$ cat src/rtl/rf_pkg.sv
// Shared register-file write-port types and widths.
package rf_pkg;

  localparam int REG_W = 5;
  localparam int XLEN  = 32;
  localparam int NREGS = 32;

  typedef struct packed {
    logic [REG_W-1:0] rd;
    logic [XLEN-1:0]  wd;
  } rf_wr_t;

endpackage

$ cat src/rtl/rf_wr_fifo.sv
// Small FIFO holding LU results until a free register-file write slot appears.
module rf_wr_fifo
  import rf_pkg::*;
#(
  parameter int DEPTH = 2
) (
  input  logic   clk,
  input  logic   rst,
  input  logic   push,
  input  logic   pop,
  input  rf_wr_t din,
  output rf_wr_t head,
  output logic   full,
  output logic   empty
);

  localparam int PW = $clog2(DEPTH);

  rf_wr_t        mem [DEPTH];
  logic [PW-1:0] wr_ptr;
  logic [PW-1:0] rd_ptr;
  logic [PW:0]   count;

  assign full  = (count == (PW+1)'(DEPTH));
  assign empty = (count == '0);
  assign head  = mem[rd_ptr];

  // Storage carries no reset; only the pointers define what is valid.
  always_ff @(posedge clk) begin
    if (push) mem[wr_ptr] <= din;
  end

  always_ff @(posedge clk) begin
    if (rst) begin
      wr_ptr <= '0;
      rd_ptr <= '0;
      count  <= '0;
    end else begin
      if (push) wr_ptr <= wr_ptr + PW'(1);
      if (pop)  rd_ptr <= rd_ptr + PW'(1);
      if (push && !pop)      count <= count + (PW+1)'(1);
      else if (!push && pop) count <= count - (PW+1)'(1);
    end
  end

  always_ff @(posedge clk) begin
    if (!rst) begin
      assert (!(push && full)) else $error("rf_wr_fifo: push while full");
      assert (!(pop && empty)) else $error("rf_wr_fifo: pop while empty");
    end
  end

endmodule

$ cat src/rtl/rf_wr_arbiter.sv
// Register-file write-port arbiter: WB has fixed priority, queued LU results fill idle slots,
// with a starvation request and a busy scoreboard for outstanding LU destinations.
module rf_wr_arbiter
  import rf_pkg::*;
#(
  parameter int DEPTH      = 2,
  parameter int STARVE_MAX = 8
) (
  input  logic             clk,
  input  logic             rst,
  input  logic             wb_we,
  input  logic [REG_W-1:0] wb_rd,
  input  logic [XLEN-1:0]  wb_wd,
  input  logic             lu_issue,
  input  logic [REG_W-1:0] lu_issue_rd,
  input  logic             lu_valid,
  output logic             lu_ready,
  input  logic [REG_W-1:0] lu_rd,
  input  logic [XLEN-1:0]  lu_wd,
  output logic             rf_we,
  output logic [REG_W-1:0] rf_a3,
  output logic [XLEN-1:0]  rf_wd,
  input  logic [REG_W-1:0] q_rs1,
  input  logic [REG_W-1:0] q_rs2,
  input  logic [REG_W-1:0] q_rd,
  output logic             hazard,
  output logic             starve_req
);

  localparam int AW = $clog2(STARVE_MAX) + 1;

  rf_wr_t           lu_in;
  rf_wr_t           head;
  logic             full;
  logic             empty;
  logic             push;
  logic             pop;
  logic             wb_slot;
  logic [AW-1:0]    age;
  logic [NREGS-1:0] busy;
  logic [NREGS-1:0] busy_nxt;

  // x0 writes are architecturally dead, so they leave the slot free for the FIFO.
  assign wb_slot  = wb_we && (wb_rd != '0);
  assign pop      = !rst && !wb_slot && !empty;
  assign lu_ready = rst || !full;
  assign push     = !rst && lu_valid && lu_ready && (lu_rd != '0);
  assign lu_in    = '{rd: lu_rd, wd: lu_wd};

  rf_wr_fifo #(.DEPTH(DEPTH)) u_fifo (
    .clk   (clk),
    .rst   (rst),
    .push  (push),
    .pop   (pop),
    .din   (lu_in),
    .head  (head),
    .full  (full),
    .empty (empty)
  );

  always_comb begin
    rf_we = 1'b0;
    rf_a3 = '0;
    rf_wd = '0;
    if (!rst) begin
      if (wb_slot) begin
        rf_we = 1'b1;
        rf_a3 = wb_rd;
        rf_wd = wb_wd;
      end else if (!empty) begin
        rf_we = 1'b1;
        rf_a3 = head.rd;
        rf_wd = head.wd;
      end
    end
  end

  // Saturates so a misbehaving upstream cannot wrap the age back below threshold.
  always_ff @(posedge clk) begin
    if (rst || pop || empty) age <= '0;
    else if (age != {AW{1'b1}}) age <= age + AW'(1);
  end

  assign starve_req = !rst && !empty && (age >= AW'(STARVE_MAX - 1));

  // Clear first so a same-cycle issue to the retiring register keeps it busy.
  always_comb begin
    busy_nxt = busy;
    if (pop) busy_nxt[head.rd] = 1'b0;
    if (lu_issue && (lu_issue_rd != '0)) busy_nxt[lu_issue_rd] = 1'b1;
  end

  always_ff @(posedge clk) begin
    if (rst) busy <= '0;
    else     busy <= busy_nxt;
  end

  assign hazard = !rst && (busy[q_rs1] || busy[q_rs2] || busy[q_rd]);

  always_ff @(posedge clk) begin
    if (!rst) begin
      assert (!(wb_slot && busy[wb_rd]))
        else $error("rf_wr_arbiter: WB write to register with outstanding LU result");
    end
  end

endmodule

$ cat config.mk
export PLATFORM = sky130hd
export DESIGN_NAME = rf_wr_arbiter
export DESIGN_NICKNAME = d
export VERILOG_FILES = /design/src/rtl/rf_pkg.sv /design/src/rtl/rf_wr_fifo.sv /design/src/rtl/rf_wr_arbiter.sv
export SDC_FILE = /design/constraint.sdc
export NUM_CORES = 1
export LEC_CHECK = 0
export ABC_AREA = 0
export CORE_UTILIZATION = 45
export DETAILED_ROUTE_END_ITERATION = 10
export GPL_TIMING_DRIVEN = 0
export PLACE_DENSITY = 0.84
export SLEW_MARGIN = 40
export SYNTH_ARGS = -nofsm -noshare
export SYNTH_HDL_FRONTEND = slang
export SYNTH_SLANG_ARGS = --single-unit
$ cat constraint.sdc
create_clock -name clk -period 3.6 [get_ports clk]
set_input_delay 0.72 -clock clk [delete_from_list [all_inputs] [get_ports clk]]
set_output_delay 0.72 -clock clk [all_outputs]
set_load 0.005 [all_outputs]
==> impl_metrics.ini, run 1 <==
[power_and_ir_drop]
peakVddDrop_v = 0.0003988
finalPower_w = 0.003991
power_density_mw_per_mm2 = 485.1
internal-power_w = 0.002996
pwr-share-clk_pct = 43.6
combPwrFrac_pct = 18.7
p_sw_share_pct = 24.92
power_frac_seq_pct = 37.7
leakage_nw = 3.303
power.switching_w = 0.0009947

[route]
vias = 4978
drt-total-wl_microns = 17040
drtAntennaViolNets = 0
vias_per_cell = 5.735
drtIter0Drc = 353
drc = 0
wl_per_cell_microns = 19.63
firstDrtPassIters = 5

[cells_and_area]
drive_gt1_share_pct = 12.36
antennaDiodeCount = 0
area_growth_pct = 41.55
fin_util_pct = 65.19
layout.nets = 785
fill_cells = 912

[timing]
fmax_mhz = 278.5
drv_slew = 0
worst_pin_slew_ns = 0.6589
max-slew-margin-rel_pct = 55.61
min_period_over_period_pct = 99.75
period_needed_ns = 3.591
finalHoldViolations = 0
rsz0062_at_grt = yes
skew_ns = 0.009873
finalWorstSetupSlack_ns = 0.008906
report.final.setup_viol = 0

[clock_tree]
hold_buffers = 0
clk_latency_ns = 0.41
htree_levels = 4
cts_tree = done
worst_setup_hold_path_clk_slew_ns = 0.05
ctsRootBufferMaster = clkbuf_16
clk_path_buf_depth = 2
clkSinkCount = 115
numCtsBuffers = 17

[die]
start_util_pct = 46.05
pin_count = 140
die_h_microns = 115.6
die_area_sq_mm = 0.01337
coreArea_sq_mm = 0.01262
fp-row-count = 41
die_width_microns = 115.6

[grt]
grt_max_degree = 38
met1_usage_pct = 29.61
antenna_found_initial = 0
grt-ovfl-total = 0
use_met3_pct = 8.002
grt_pass1_wl_microns = 26480
grt.met2_usage_pct = 48.18
grt_busiest_layer = met2
grt_pass1_vias = 5153
grt_usage_pct = 26.50

[yosys]
synth_edf_count = 74
synth.largest_area_cell = edfxtp_1
synthCells = 522
ys.warnings.count = 0
ys_async_sr_fraction_pct = 0
synthTopCellsByCount = 74 x edfxtp_1, 65 x mux2i_1, 54 x nor2_1
seq_area_frac_synth_pct = 52.36
synth_area_leaders = edfxtp_1 38%, dfxtp_1 14%, mux2i_1 11%
yosys_register_bits = 115
synth.most_common_cell = edfxtp_1
syn_avg_cell_area_sq_um = 11.13
syn_area_sq_mm = 0.005812
synth_cell_type_count = 51
synth_top_area_share_pct = 38.23
synth_top_flop_cell = edfxtp_1
syn_nets = 623

[flow_run]
max-cap-violations = 0

[worst_hold_path]
min_path_type = register to register

[worst_setup_path]
arrival_ns = 2.87
end_kind = output port
worstSetupPathType = primary input to output port
worst_ep_required_time_ns = 2.88
worstSetupStartpointType = primary input
cp_max_fo = 10

[outcome]
status = finished clean

[placed_design]
place_congestion = 0.9457
dpl_worst_slack_ns = -0.3329
hpwl_microns = 12530
numPortBuffers = 133
[sequential cells by signal, indices dropped and copies added (netlist names), named ones only]
name / count
u_fifo.mem: 74
busy: 32
age: 4
u_fifo.count: 2
u_fifo.rd_ptr: 1
u_fifo.wr_ptr: 1
[critical path, cell delays in order]
cell and delay, ns:
clkdlybuf4s50_1 0.49, buf_6 0.19, a2111oi_0 0.50, a221oi_1 0.10
a41oi_1 0.24, a41oi_1 0.13, clkdlybuf4s50_1 0.48
[layout by cell type (no fill, tap or decap), types with 4 or more instances in the layout]
| cell type | count |
|---|---|
| clkdlybuf4s50_1 | 95 |
| edfxtp_1 | 74 |
| mux2i_1 | 65 |
| nor2_1 | 53 |
| nand2_1 | 44 |
| dfxtp_1 | 41 |
| a21oi_1 | 36 |
| o21ai_0 | 35 |
| o22a_1 | 32 |
| dlymetal6s2s_1 | 29 |
| clkbuf_16 | 17 |
| clkbuf_1 | 13 |
| mux4_2 | 12 |
| nor2b_1 | 10 |
| buf_4 | 9 |
| buf_2 | 8 |
| nand2b_1 | 8 |
| nand4_1 | 8 |
| nand3_1 | 7 |
| dlygate4sd2_1 | 7 |
| buf_6 | 5 |
| buf_8 | 5 |
| buf_1 | 4 |
| inv_1 | 4 |
| bufinv_16 | 4 |
[worst paths after layout]
check             cells after the start            start                end  slack [ns]
hold reg to reg                       2         busy[17]           busy[17]        0.52
setup / recovery                      7          q_rd[3]             hazard       0.009
hold / removal                        2         busy[17]           busy[17]        0.52
setup reg to reg                      5  u_fifo.count[0]  u_fifo.mem[0][35]        1.34
[cells by family after synthesis]
group | after synthesis | synth area share [%]
XOR/XNOR | 5 | 0.7536
flip-flops | 115 | 52.36
buffers and inverters | 38 | 3.035
AND/OR/NAND/NOR | 153 | 12.38
multiplexers | 79 | 16.23
adder cells (fa/ha/maj) | 2 | 0.4305
AO/OA/AOI/OAI | 130 | 14.81
[per-stage QoR]
stage                     setup TNS, ns  hold slack, ns  area [sq um]  instances
after global placement           -56.69          0.4881          7358        827
after global routing           -0.05261          0.5560          8227        868
after CTS                       -0.2201          0.5168          8098        866
final                                 0          0.5153          8227        868
after floorplan                       0          0.4714          5812        522
after detailed placement         -6.465          0.4996          7398        829
[routing by layer]
metal,vias up,wire (microns)
met5,-,0
met3,32,1425
met1,2405,6342
li1,2307,-
met2,234,8940
met4,0,330
[power groups by stage]
stage                     registers [W]  clock network [W]  logic [W]
after floorplan                 0.00152                  0   0.000387
after global routing            0.00151            0.00182   0.000797
final                           0.00150            0.00174   0.000746
after CTS                       0.00150            0.00175   0.000745
after global placement          0.00153                  0   0.000704
after detailed placement        0.00153                  0   0.000726
[area by class of cell]
| class | count | area [sq um] | share of cell area, % |
|---|---|---|---|
| clock buffers | 19 | 432.9 | 5.262 |
| repair buffers | 143 | 1485 | 18.05 |
| flip-flops and latches | 115 | 3043 | 36.99 |
| multi-input cells | 369 | 2629 | 31.95 |
| clock inverters | 12 | 182.7 | 2.221 |
| well taps | 172 | 215.2 | 2.616 |
| inverters | 4 | 15.01 | 0.1825 |
| plain buffers | 34 | 224.0 | 2.722 |
[timing repair]
item / in CTS / in global routing
setup buffers: 6 / 2
endpoints found under the setup margin: 35 / 35
resized for setup: 28 / 46
pin swaps: 3 / 3
Note: power is estimated with default switching activity, not from simulation.
==> run 2, diff against run 1 <==
- MAX_ROUTING_LAYER: unset -> met4
==> impl_metrics.ini, run 2 (synthesis results as in run 1) <==
[route]
wl_per_cell_microns = 20.00
vias_per_cell = 5.789
met1_length_microns = 6768
drc = 0
dr_wl_met2_microns = 8802
vias = 5054
met3_length_microns = 1475
top_layer = met4
drtIter0Drc = 438
drtAntennaViolNets = 0
firstDrtPassIters = 5
drt-total-wl_microns = 17460

[grt]
grt_max_degree = 38
antenna_found_initial = 0
grt_pass1_wl_microns = 27080
grt-ovfl-total = 0
grt_pass1_vias = 5312
grt_usage_pct = 28.17

[worst_setup_path]
crit_chain = clkbuf_1, or2_2, clkbuf_1, clkbuf_1, nor2_1, o22a_1, clkdlybuf4s50_1
worstSetupPathType = primary input to output port
worst_ep_required_time_ns = 2.88
worstSetupStartpointType = primary input
cp_num_buf_inv = 4
cp_max_fo = 10
slowest_delay_ns = 0.44
arrival_ns = 2.79
slowest_stage = clkdlybuf4s50_1
critical_path.top_delay_family = buffers and inverters
cp_common_cell = clkbuf_1
end_kind = output port

[placed_design]
hpwl_microns = 12690
place_congestion = 0.9944
numPortBuffers = 133
place_area_sq_mm = 0.007383
dp_cells = 828

[die]
pin_count = 140
coreArea_sq_mm = 0.01262
die_area_sq_mm = 0.01337
die_h_microns = 115.6
die_width_microns = 115.6
fp-row-count = 41
start_util_pct = 46.05

[clock_tree]
htree_levels = 4
ctsRootBufferMaster = clkbuf_16
clk_latency_ns = 0.40
clkSinkCount = 115
cts_tree = done
hold_buffers = 0
numCtsBuffers = 17
worst_setup_hold_path_clk_slew_ns = 0.05
clk_path_buf_depth = 2

[power_and_ir_drop]
power_density_mw_per_mm2 = 476.4
peakVddDrop_v = 0.0004022
leakage_nw = 3.025

[timing]
period_needed_ns = 3.506
worst_pin_slew_ns = 0.6388
finalHoldViolations = 0
rsz0062_at_grt = no
fmax_mhz = 285.2
min_period_over_period_pct = 97.38
skew_ns = 0.006173
report.final.setup_viol = 0
max-slew-margin-rel_pct = 56.97
drv_slew = 0

[cells_and_area]
reg_top3 = u_fifo.mem (74), busy (32), age (4)
largest-register = u_fifo.mem
final_common_cell = clkdlybuf4s50_1
design_area_sq_mm = 0.008129
antennaDiodeCount = 0
layout.nets = 789
layout.cells.non_filler = 873
final_cell_mix = 97 x clkdlybuf4s50_1, 74 x edfxtp_1, 65 x mux2i_1
largest_reg_flops = 74
drive_gt1_share_pct = 12.41
area_growth_pct = 39.87

[flow_run]
max-cap-violations = 0

[worst_hold_path]
min_path_type = register to register

[outcome]
status = finished clean
-- run 2: cell count changes in the layout (fill, tap and decap cells not counted), sizes merged --
cell | previous run | this run
buf | 31 | 32
bufbuf | 0 | 1
bufinv | 4 | 1
clkbuf | 32 | 43
clkdlybuf4s15 | 2 | 0
clkdlybuf4s50 | 95 | 97
clkinv | 4 | 2
clkinvlp | 3 | 0
dlygate4sd2 | 7 | 34
dlymetal6s2s | 29 | 2
-- run 2: metal layers --
layer | up-vias | GRT usage [%]
met4 | 0 | 10.51
met2 | 265 | 48.66
li1 | 2314 | -
met3 | 34 | 7.427
met1 | 2441 | 31.24
met5 | - | -
-- run 2: metrics by stage --
stage,TNS [ns],utilization (%),worst slack (ns),hold slack (ns),power (W)
after floorplan,0,-,0.1418,0.4714,0.001908
after global placement,-53.42,58.31,-1.251,0.4877,0.002232
after detailed placement,-7.023,58.51,-0.3427,0.4932,0.002255
after CTS,-0.0001374,64.30,-0.0001374,0.5138,0.003871
after global routing,0,64.42,0.001669,0.5525,0.003997
final,0,64.42,0.09421,0.5184,0.003873
-- run 2: tightest hold or removal path, stage by stage (launching register included) --
cell     delay [ns]
dfxtp_1        0.33
o21ai_0        0.08
a21oi_1        0.06
-- run 2: power by group --
part	total, W	switching [W]	internal (W)
clock network	0.00163	0.000548	0.00108
registers	0.00151	0.0000327	0.00147
logic	0.000738	0.000379	0.000359
-- run 2: timing repair --
action / in CTS / in global routing
resized for setup: 59 / 7
setup buffers: 10 / 0
pin swaps: 3 / 2
cloned: 3 / 0
endpoints found under the setup margin: 35 / 18
endpoints found under the hold margin: 0 / 0
-- run 2: layout make-up --
class	instances	area, sq um
fill	940	4491
multi-input combinational	369	2625
tap	172	215.2
sequential	115	3043
buffer	34	203.9
clock inverter	4	46.29
timing repair buffer	147	1443
clock buffer	28	538.0
inverter	4	15.01
-- run 2: worst paths after layout --
kind	startpoint	to	slack, ns	cells past startpoint
worst max-delay path	rst	rf_wd[15]	0.09	7
worst min-delay path	busy[19]	busy[19]	0.52	2
worst max register to register	u_fifo.count[0]	u_fifo.mem[0][35]	1.30	4
worst min register to register	busy[19]	busy[19]	0.52	2
